===== config.mk =====
export PLATFORM = sky130hd
export DESIGN_NAME = hazard_forward_ctrl_flat
export DESIGN_NICKNAME = d
export VERILOG_FILES = /design/src/rtl/hazard_forward_ctrl_pkg.sv /design/src/rtl/hazard_forward_ctrl_if.sv /design/src/rtl/hazard_forward_ctrl_fwd_sel_unit.sv /design/src/rtl/hazard_forward_ctrl.sv /design/src/flat_wrapper.sv
export SDC_FILE = /design/constraint.sdc
export NUM_CORES = 1
export LEC_CHECK = 0
export ABC_AREA = 1
export BUFFER_PORTS_ARGS = -buffer_cell sky130_fd_sc_hd__buf_2
export CORE_AREA = 4 4 83 85
export DETAILED_ROUTE_END_ITERATION = 10
export DIE_AREA = 0 0 87 89
export PLACE_DENSITY = 0.84
export SYNTH_ARGS = -nofsm -noshare
export SYNTH_HDL_FRONTEND = slang
export SYNTH_SLANG_ARGS = --single-unit

===== constraint.sdc =====
create_clock -name clk -period 2.04 [get_ports clk]
set_input_delay 0.51 -clock clk [delete_from_list [all_inputs] [get_ports clk]]
set_output_delay 0.51 -clock clk [all_outputs]
set_load 0.02 [all_outputs]

===== src/rtl/hazard_forward_ctrl_pkg.sv =====
// Shared constants for the EX-stage hazard and forwarding control slice.
package hazard_forward_ctrl_pkg;

  // Operand mux select encodings; 2'd3 is never driven.
  localparam logic [1:0] FWD_REGFILE = 2'd0;
  localparam logic [1:0] FWD_WB      = 2'd1;
  localparam logic [1:0] FWD_MEM     = 2'd2;

  // Hard-wired zero register: never a forwarding or stall source.
  localparam logic [4:0] REG_ZERO = 5'd0;

endpackage


===== src/rtl/hazard_forward_ctrl_if.sv =====
// ID-stage hazard inputs and pipeline control outputs of the hazard/forward controller.
interface hazard_forward_ctrl_if #(
  parameter int unsigned REG_W = 5,
  parameter int unsigned CNT_W = 16
);

  logic [REG_W-1:0] id_rs;
  logic [REG_W-1:0] id_rt;
  logic [REG_W-1:0] id_dest;
  logic             id_reg_write;
  logic             id_mem_read;
  logic             ex_branch_tkn;

  logic [1:0]       fwd_a_sel;
  logic [1:0]       fwd_b_sel;
  logic             pc_write;
  logic             ifid_write;
  logic             idex_bubble;
  logic             ifid_flush;
  logic [CNT_W-1:0] stall_cnt;
  logic [CNT_W-1:0] flush_cnt;

  // Pipeline side: presents the ID instruction and branch outcome, consumes controls.
  modport master (
    output id_rs, id_rt, id_dest, id_reg_write, id_mem_read, ex_branch_tkn,
    input  fwd_a_sel, fwd_b_sel, pc_write, ifid_write, idex_bubble, ifid_flush,
    input  stall_cnt, flush_cnt
  );

  // Controller side.
  modport slave (
    input  id_rs, id_rt, id_dest, id_reg_write, id_mem_read, ex_branch_tkn,
    output fwd_a_sel, fwd_b_sel, pc_write, ifid_write, idex_bubble, ifid_flush,
    output stall_cnt, flush_cnt
  );

endinterface


===== src/rtl/hazard_forward_ctrl_fwd_sel_unit.sv =====
// Forward select for one ALU operand: MEM result beats WB result beats register file.
module fwd_sel_unit
  import hazard_forward_ctrl_pkg::*;
#(
  parameter int unsigned REG_W = 5
) (
  input  logic [REG_W-1:0] ex_src_i,
  input  logic [REG_W-1:0] mem_dest_i,
  input  logic             mem_rw_i,
  input  logic [REG_W-1:0] wb_dest_i,
  input  logic             wb_rw_i,
  output logic [1:0]       sel_o
);

  localparam logic [REG_W-1:0] Zero = REG_W'(REG_ZERO);

  // Priority compare of the EX source against the younger MEM and older WB writers.
  always_comb begin
    sel_o = FWD_REGFILE;
    if (mem_rw_i && (mem_dest_i != Zero) && (mem_dest_i == ex_src_i)) begin
      sel_o = FWD_MEM;
    end else if (wb_rw_i && (wb_dest_i != Zero) && (wb_dest_i == ex_src_i)) begin
      sel_o = FWD_WB;
    end
  end

endmodule


===== src/rtl/hazard_forward_ctrl.sv =====
// EX-stage forwarding, load-use stall and taken-branch flush control for the 5-stage core.
// Tracks dest/RegWrite/MemRead of the instructions in EX, MEM and WB on its own.
module hazard_forward_ctrl
  import hazard_forward_ctrl_pkg::*;
#(
  parameter int unsigned REG_W = 5,
  parameter int unsigned CNT_W = 16
) (
  input logic                  clk,
  input logic                  rst,
  hazard_forward_ctrl_if.slave bus
);

  localparam logic [REG_W-1:0] Zero = REG_W'(REG_ZERO);

  logic [REG_W-1:0] ex_rs_q, ex_rt_q, ex_dest_q;
  logic             ex_rw_q, ex_mr_q;
  logic [REG_W-1:0] mem_dest_q, wb_dest_q;
  logic             mem_rw_q, wb_rw_q;
  logic [CNT_W-1:0] stall_cnt_q, stall_cnt_d;
  logic [CNT_W-1:0] flush_cnt_q, flush_cnt_d;

  logic load_use;
  logic stall;
  logic flush;
  logic bubble;

  // Hazard detection; a taken branch squashes the stalled instruction anyway, so it wins.
  always_comb begin
    load_use = ex_mr_q && (ex_dest_q != Zero) &&
               ((ex_dest_q == bus.id_rs) || (ex_dest_q == bus.id_rt));
    flush    = bus.ex_branch_tkn;
    stall    = load_use && !flush;
    bubble   = stall || flush;
  end

  // Pipeline register controls, zero latency from state and ID inputs.
  always_comb begin
    bus.pc_write    = !stall;
    bus.ifid_write  = !stall;
    bus.idex_bubble = bubble;
    bus.ifid_flush  = flush;
    bus.stall_cnt   = stall_cnt_q;
    bus.flush_cnt   = flush_cnt_q;
  end

  fwd_sel_unit #(
    .REG_W (REG_W)
  ) u_fwd_a (
    .ex_src_i   (ex_rs_q),
    .mem_dest_i (mem_dest_q),
    .mem_rw_i   (mem_rw_q),
    .wb_dest_i  (wb_dest_q),
    .wb_rw_i    (wb_rw_q),
    .sel_o      (bus.fwd_a_sel)
  );

  fwd_sel_unit #(
    .REG_W (REG_W)
  ) u_fwd_b (
    .ex_src_i   (ex_rt_q),
    .mem_dest_i (mem_dest_q),
    .mem_rw_i   (mem_rw_q),
    .wb_dest_i  (wb_dest_q),
    .wb_rw_i    (wb_rw_q),
    .sel_o      (bus.fwd_b_sel)
  );

  // Saturating event counters.
  always_comb begin
    stall_cnt_d = stall_cnt_q;
    flush_cnt_d = flush_cnt_q;
    if (stall && (stall_cnt_q != '1)) begin
      stall_cnt_d = stall_cnt_q + CNT_W'(1);
    end
    if (flush && (flush_cnt_q != '1)) begin
      flush_cnt_d = flush_cnt_q + CNT_W'(1);
    end
  end

  // Scoreboard advance ID->EX->MEM->WB; a bubble enters EX as an instruction with no effects.
  always_ff @(posedge clk) begin
    if (rst) begin
      ex_rs_q     <= '0;
      ex_rt_q     <= '0;
      ex_dest_q   <= '0;
      ex_rw_q     <= 1'b0;
      ex_mr_q     <= 1'b0;
      mem_dest_q  <= '0;
      mem_rw_q    <= 1'b0;
      wb_dest_q   <= '0;
      wb_rw_q     <= 1'b0;
      stall_cnt_q <= '0;
      flush_cnt_q <= '0;
    end else begin
      if (bubble) begin
        ex_rs_q   <= '0;
        ex_rt_q   <= '0;
        ex_dest_q <= '0;
        ex_rw_q   <= 1'b0;
        ex_mr_q   <= 1'b0;
      end else begin
        ex_rs_q   <= bus.id_rs;
        ex_rt_q   <= bus.id_rt;
        ex_dest_q <= bus.id_dest;
        ex_rw_q   <= bus.id_reg_write;
        ex_mr_q   <= bus.id_mem_read;
      end
      mem_dest_q  <= ex_dest_q;
      mem_rw_q    <= ex_rw_q;
      wb_dest_q   <= mem_dest_q;
      wb_rw_q     <= mem_rw_q;
      stall_cnt_q <= stall_cnt_d;
      flush_cnt_q <= flush_cnt_d;
    end
  end

endmodule


===== src/flat_wrapper.sv =====
// flat-port wrapper written by rule: the top's interface ports become plain ports
module hazard_forward_ctrl_flat import hazard_forward_ctrl_pkg::*;
#(
  parameter int unsigned REG_W = 5,
  parameter int unsigned CNT_W = 16
)
  (clk, rst, bus_id_rs, bus_id_rt, bus_id_dest, bus_id_reg_write, bus_id_mem_read, bus_ex_branch_tkn, bus_fwd_a_sel, bus_fwd_b_sel, bus_pc_write, bus_ifid_write, bus_idex_bubble, bus_ifid_flush, bus_stall_cnt, bus_flush_cnt);
  hazard_forward_ctrl_if #(.REG_W(REG_W), .CNT_W(CNT_W)) bus_i ();
  input logic clk;
  input logic rst;
  input wire logic [$bits(bus_i.id_rs)-1:0] bus_id_rs;
  input wire logic [$bits(bus_i.id_rt)-1:0] bus_id_rt;
  input wire logic [$bits(bus_i.id_dest)-1:0] bus_id_dest;
  input wire logic [$bits(bus_i.id_reg_write)-1:0] bus_id_reg_write;
  input wire logic [$bits(bus_i.id_mem_read)-1:0] bus_id_mem_read;
  input wire logic [$bits(bus_i.ex_branch_tkn)-1:0] bus_ex_branch_tkn;
  output wire logic [$bits(bus_i.fwd_a_sel)-1:0] bus_fwd_a_sel;
  output wire logic [$bits(bus_i.fwd_b_sel)-1:0] bus_fwd_b_sel;
  output wire logic [$bits(bus_i.pc_write)-1:0] bus_pc_write;
  output wire logic [$bits(bus_i.ifid_write)-1:0] bus_ifid_write;
  output wire logic [$bits(bus_i.idex_bubble)-1:0] bus_idex_bubble;
  output wire logic [$bits(bus_i.ifid_flush)-1:0] bus_ifid_flush;
  output wire logic [$bits(bus_i.stall_cnt)-1:0] bus_stall_cnt;
  output wire logic [$bits(bus_i.flush_cnt)-1:0] bus_flush_cnt;
  assign bus_i.id_rs = bus_id_rs;
  assign bus_i.id_rt = bus_id_rt;
  assign bus_i.id_dest = bus_id_dest;
  assign bus_i.id_reg_write = bus_id_reg_write;
  assign bus_i.id_mem_read = bus_id_mem_read;
  assign bus_i.ex_branch_tkn = bus_ex_branch_tkn;
  assign bus_fwd_a_sel = bus_i.fwd_a_sel;
  assign bus_fwd_b_sel = bus_i.fwd_b_sel;
  assign bus_pc_write = bus_i.pc_write;
  assign bus_ifid_write = bus_i.ifid_write;
  assign bus_idex_bubble = bus_i.idex_bubble;
  assign bus_ifid_flush = bus_i.ifid_flush;
  assign bus_stall_cnt = bus_i.stall_cnt;
  assign bus_flush_cnt = bus_i.flush_cnt;
  hazard_forward_ctrl #(.REG_W(REG_W), .CNT_W(CNT_W)) u_core (.clk(clk), .rst(rst), .bus(bus_i));
endmodule

Word level (Yosys, flattened, before mapping)
Cells that the tools add are included.
{"block": "classes", "addsub": 2, "n_eq_ne": 8, "muxes": 4, "n_reduce_logical": 19}
{"op": "$add 16x1->16 const B", "n": 2}
{"op": "$ne 16x16->1 const B", "n": 2}
{"op": "$eq 5x5->1", "n": 6}
{"op": "$reduce_bool 5->1", "n": 3}
{"op": "$logic_and 1x1->1", "n": 11}
{"op": "$mux 2", "n": 2}
{"op": "$logic_not 1->1", "n": 2}
{"op": "$logic_or 1x1->1", "n": 2}
{"op": "$mux 1", "n": 2}
{"op": "$reduce_or 2->1", "n": 1}
{"block": "totals", "input_bits": 20, "wordCells": 44, "regBits": 61, "out_inout_bits": 40}

Logic depth before layout (Yosys ltp)
{"block": "logic_depth", "ltp_word": 6, "depth_mapped": 11, "ltp_nobuf": 11}

Modules after synthesis
Synthesis repeated with hierarchy kept, for this count alone.
{"block": "hier_totals", "hier_cells": 497, "hier_area_um2": 3210.6}
{"module": "hazard_forward_ctrl", "n_inst": 1, "seq_area_each_um2": 1221.2, "cells_each": 397, "area_each_um2": 2782.7}
{"module": "fwd_sel_unit", "n_inst": 2, "seq_area_each_um2": 0.0, "cells_each": 50, "area_each_um2": 214.0}

Worst setup path after synthesis
Ideal clock, no wire load.
{"block": "synth_timing", "path_type": "flip-flop to output port", "start": "reg u_core.mem_dest_q[4]", "end": "out bus_fwd_a_sel[0]", "required_ns": 1.530, "path_buffers": 0, "stages_incl_launch_ff": 5, "arrival_time_ns": 1.588, "setup_slack_ns": -0.058, "path_cell_list": "dfxtp_1 > xnor2_1 > nand3_1 > nor4_1 > nor2_1"}
{"block": "synth_between", "elab_chain_len": 4, "word_cells_on_any_way": 5, "classes_between": "1 x eq/ne; 1 x mux; 3 x reduce/logical"}
{"element": "from (decl)", "line_no": "hazard_forward_ctrl.sv:18", "text": "logic [REG_W-1:0] mem_dest_q, wb_dest_q;"}
{"element": "from (signal assigned)", "line_no": "hazard_forward_ctrl.sv:109", "text": "mem_dest_q <= ex_dest_q;"}
{"element": "$reduce_bool 5->1", "line_no": "hazard_forward_ctrl_fwd_sel_unit.sv:20", "text": "if (mem_rw_i && (mem_dest_i != Zero) && (mem_dest_i == ex_src_i)) begin"}
{"element": "$logic_and 1x1->1", "line_no": "hazard_forward_ctrl_fwd_sel_unit.sv:20"}
{"element": "$logic_and 1x1->1 *", "line_no": "hazard_forward_ctrl_fwd_sel_unit.sv:20"}
{"element": "$mux 2 *", "line_no": "hazard_forward_ctrl_fwd_sel_unit.sv:20"}
{"element": "to (decl)", "line_no": "flat_wrapper.sv:17", "text": "output wire logic [$bits(bus_i.fwd_a_sel)-1:0] bus_fwd_a_sel;"}
Every way passes the cells marked *; elsewhere a longest branch is shown, timed or not.

Final worst setup path
{"block": "layout_timing", "start": "reg u_core.mem_dest_q[2]", "end": "out bus_fwd_b_sel[0]"}
{"block": "layout_between", "elab_chain_len": 4, "word_cells_on_any_way": 5, "classes_between": "1 x eq/ne; 1 x mux; 3 x reduce/logical"}
{"element": "$reduce_bool 5->1", "line_no": "hazard_forward_ctrl_fwd_sel_unit.sv:20"}
{"element": "$logic_and 1x1->1", "line_no": "hazard_forward_ctrl_fwd_sel_unit.sv:20"}
{"element": "$logic_and 1x1->1 *", "line_no": "hazard_forward_ctrl_fwd_sel_unit.sv:20"}
{"element": "$mux 2 *", "line_no": "hazard_forward_ctrl_fwd_sel_unit.sv:20"}
{"element": "to (decl)", "line_no": "flat_wrapper.sv:18", "text": "output wire logic [$bits(bus_i.fwd_b_sel)-1:0] bus_fwd_b_sel;"}
Marks and branches as above.

==> flow_summary.json <==
{
  "reg2reg_setup_slack_ps": 190,
  "synth_cell_types": 28,
  "hpwlAfterDp_mm": 5.20,
  "num-fill-cells": 512,
  "path_class": "reg -> out",
  "fin_skew_ps": 7.51,
  "cp.depth": 6,
  "nets": 539,
  "portBuffers": 59,
  "ctsHoldBuffers": 0,
  "wl_per_cell_um": 12.1,
  "cp_max_fo": 3,
  "io_pins": 60,
  "htreeDepth": 3,
  "dp_cells": 576,
  "clock-sinks": 61,
  "clock_path_buffers": 2,
  "worstPathRequired_ps": 1530,
  "setup_viol": 0,
  "netlist_instances": 442,
  "n_antenna_cell": 0,
  "syn_to_final_growth_pct": 27.9,
  "max_slew_margin_pct": 75.5,
  "final_cell_mix": "nand2_1, nor2_1, inv_1, buf_2, dfxtp_1",
  "critical_path_arrival_ps": 1470,
  "cpPeakStageDelay_ps": 350,
  "root_buffer": "clkbuf_8",
  "drv_cap": 0,
  "antenna_found_initial": 0,
  "place_congestion": 0.879,
  "cp_common_cell": "nor3_2",
  "synth.cell_area_sq_mm": 0.00299,
  "cp-end-kind": "output port",
  "path_clk_slew_ps": 70,
  "drv_slew": 0,
  "drtAntennaViolNets": 0,
  "grt_pass1_wl_mm": 11.5,
  "period_share_pct": 97.2,
  "ir_drop_uv": 374,
  "tns_ps": 0,
  "path_buf_inv": 2,
  "numCtsBuffers": 9,
  "grt_pass1_vias": 2682,
  "grtUsageTotal_pct": 18.9,
  "route.detailed.drc": 0,
  "hp-class": "in -> reg",
  "grt_max_degree": 21,
  "viasPerCell": 4.92,
  "rows": 29,
  "finalHoldViolations": 0,
  "utilization_pct": 61.7,
  "wl_mm": 7.23,
  "dr.first_iter.drc_count": 175,
  "status": "completed",
  "finalNonFillerCells": 599,
  "path_delay_family": "flip-flops",
  "dr_total_vias": 2950,
  "layout_commonest_cell": "nand2_1",
  "cts_tree": "done",
  "placed_cell_area_sq_mm": 0.00338,
  "drive_above_1_share_pct": 25.1,
  "overflow": 0,
  "worst_pin_slew_ps": 366,
  "finalInstanceArea_sq_mm": 0.00383,
  "synth_fp_nets": 464,
  "yosys_warnings": 0,
  "ys_seq_area_share_pct": 40.8,
  "drt_first_pass_iters": 5,
  "die_y_um": 89,
  "leakagePower_nw": 1.83,
  "start_kind": "register",
  "start_util_pct": 48.2,
  "ys_ff_latch": 61,
  "max_freq_mhz": 505,
  "crit_path_cell_trace": "inv_1 -> nand4_1 -> o21ai_2 -> nor3_2 -> nor3_2 -> buf_4",
  "r2r_cells": 15,
  "die_w_um": 87,
  "whs_ps": 378,
  "avgSynthCellArea_sq_um": 6.77,
  "rsz0062_at_grt": "true",
  "rr_endpoint": "u_core.bus.stall_cnt[10]",
  "endpoint": "bus_fwd_b_sel[0]",
  "crit_slowest_cell": "dfxtp_2",
  "startpoint": "u_core.mem_dest_q[2]",
  "core-area_sq_mm": 0.00620,
  "finalCriticalPeriod_ps": 1980,
  "worstReg2RegStart": "u_core.ex_dest_q[1]",
  "powerDensity_mw_per_mm2": 719,
  "clk_latency_ps": 340,
  "dieArea_sq_mm": 0.00774
}
-- how the worst min path moves through the flow --
stage	start	end	slack, ps	depth (start not counted)
2_1_floorplan	u_core.ex_rw_q	u_core.mem_rw_q	390	2
3_3_place_gp	u_core.ex_rw_q	u_core.mem_rw_q	390	2
3_5_place_dp	u_core.ex_rw_q	u_core.mem_rw_q	400	2
4_1_cts	bus_id_dest[1]	u_core.ex_dest_q[1]	360	3
5_1_grt	bus_id_dest[1]	u_core.ex_dest_q[1]	380	3
6_report	bus_id_dest[1]	u_core.ex_dest_q[1]	380	3
-- metrics by stage --
step / total power [mW] / setup slack [ps]
2_1_floorplan: 1.37 / 119
3_3_place_gp: 1.43 / 52.8
3_5_place_dp: 1.43 / -4.37
4_1_cts: 2.76 / 4.98
5_1_grt: 2.86 / -32.3
6_report: 2.75 / 58.0
-- registers in the layout, indices dropped and copies added (netlist names) --
register,cells
u_core.bus.stall_cnt,16
u_core.bus.flush_cnt,16
u_core.mem_dest_q,5
u_core.ex_mr_q,1
u_core.ex_rw_q,1
u_core.ex_rs_q,5
u_core.wb_rw_q,1
u_core.ex_dest_q,5
u_core.ex_rt_q,5
u_core.wb_dest_q,5
u_core.mem_rw_q,1
-- cells by family after synthesis --
kind of cell | count (synthesis) | share of synthesized area [%]
XOR/XNOR | 24 | 7.03
buffers and inverters | 75 | 10.1
AND/OR/NAND/NOR | 249 | 35.9
AO/OA/AOI/OAI | 31 | 5.27
flip-flops | 61 | 40.8
adder cells (fa/ha/maj) | 2 | 0.837
-- routing by layer --
layer	part of all wire [%]	wire (um)	GRT usage, %
met1	43	3120	22.7
met2	49	3570	31.1
met3	5.4	388	4.24
met4	2.1	153	11.3
met5	0	0	0
-- tightest hold or removal path, cell delays in order --
cell	delay, ps
buf_2	100
inv_1	40
nor2_1	30
-- layout make-up --
| class | count | area [sq um] | area share (%) |
|---|---|---|---|
| clock inverter | 4 | 95.1 | 2.49 |
| tap | 77 | 96.3 | 2.52 |
| inverter | 67 | 251 | 6.57 |
| clock buffer | 12 | 145 | 3.79 |
| multi-input combinational | 306 | 1580 | 41.3 |
| sequential | 61 | 1240 | 32.4 |
| timing repair buffer | 72 | 418 | 10.9 |
-- cells in the mapped netlist --
cell / number / share of area (%)
ha_1: 2 / 0.84
nand4_4: 1 / 0.71
nor4_1: 3 / 0.63
nor3b_1: 1 / 0.25
xnor2_1: 13 / 3.8
nand3_1: 17 / 2.8
or2_2: 1 / 0.21
buf_4: 3 / 0.75
buf_6: 1 / 0.38
a21oi_1: 14 / 2.3
nor2_2: 2 / 0.42
nand3_2: 1 / 0.33
nand4_1: 16 / 3.3
buf_2: 1 / 0.17
nand2_1: 96 / 12
xor2_1: 11 / 3.2
o21ai_0: 16 / 2.7
buf_1: 1 / 0.13
o21bai_1: 1 / 0.25
nor3_1: 12 / 2.0
inv_2: 2 / 0.25
nor2_1: 95 / 12
inv_1: 63 / 7.9
nand3_4: 1 / 0.59
nand2_2: 3 / 0.63
clkbuf_1: 2 / 0.25
dfxtp_1: 61 / 41
clkinv_1: 2 / 0.25
-- power breakdown --
group / internal (mW) / switching [mW] / total, mW
Clock: 0.844 / 0.462 / 1.31
Combinational: 0.0864 / 0.124 / 0.211
Sequential: 1.21 / 0.0218 / 1.24
-- repair_timing --
item,4_1_cts,5_1_grt
endpoints found under the setup margin,6,10
setup buffers,9,0
gates resized for setup,15,37
pin swaps,7,16
gates cloned,0,0
Note: power is estimated with default switching activity, not from simulation.
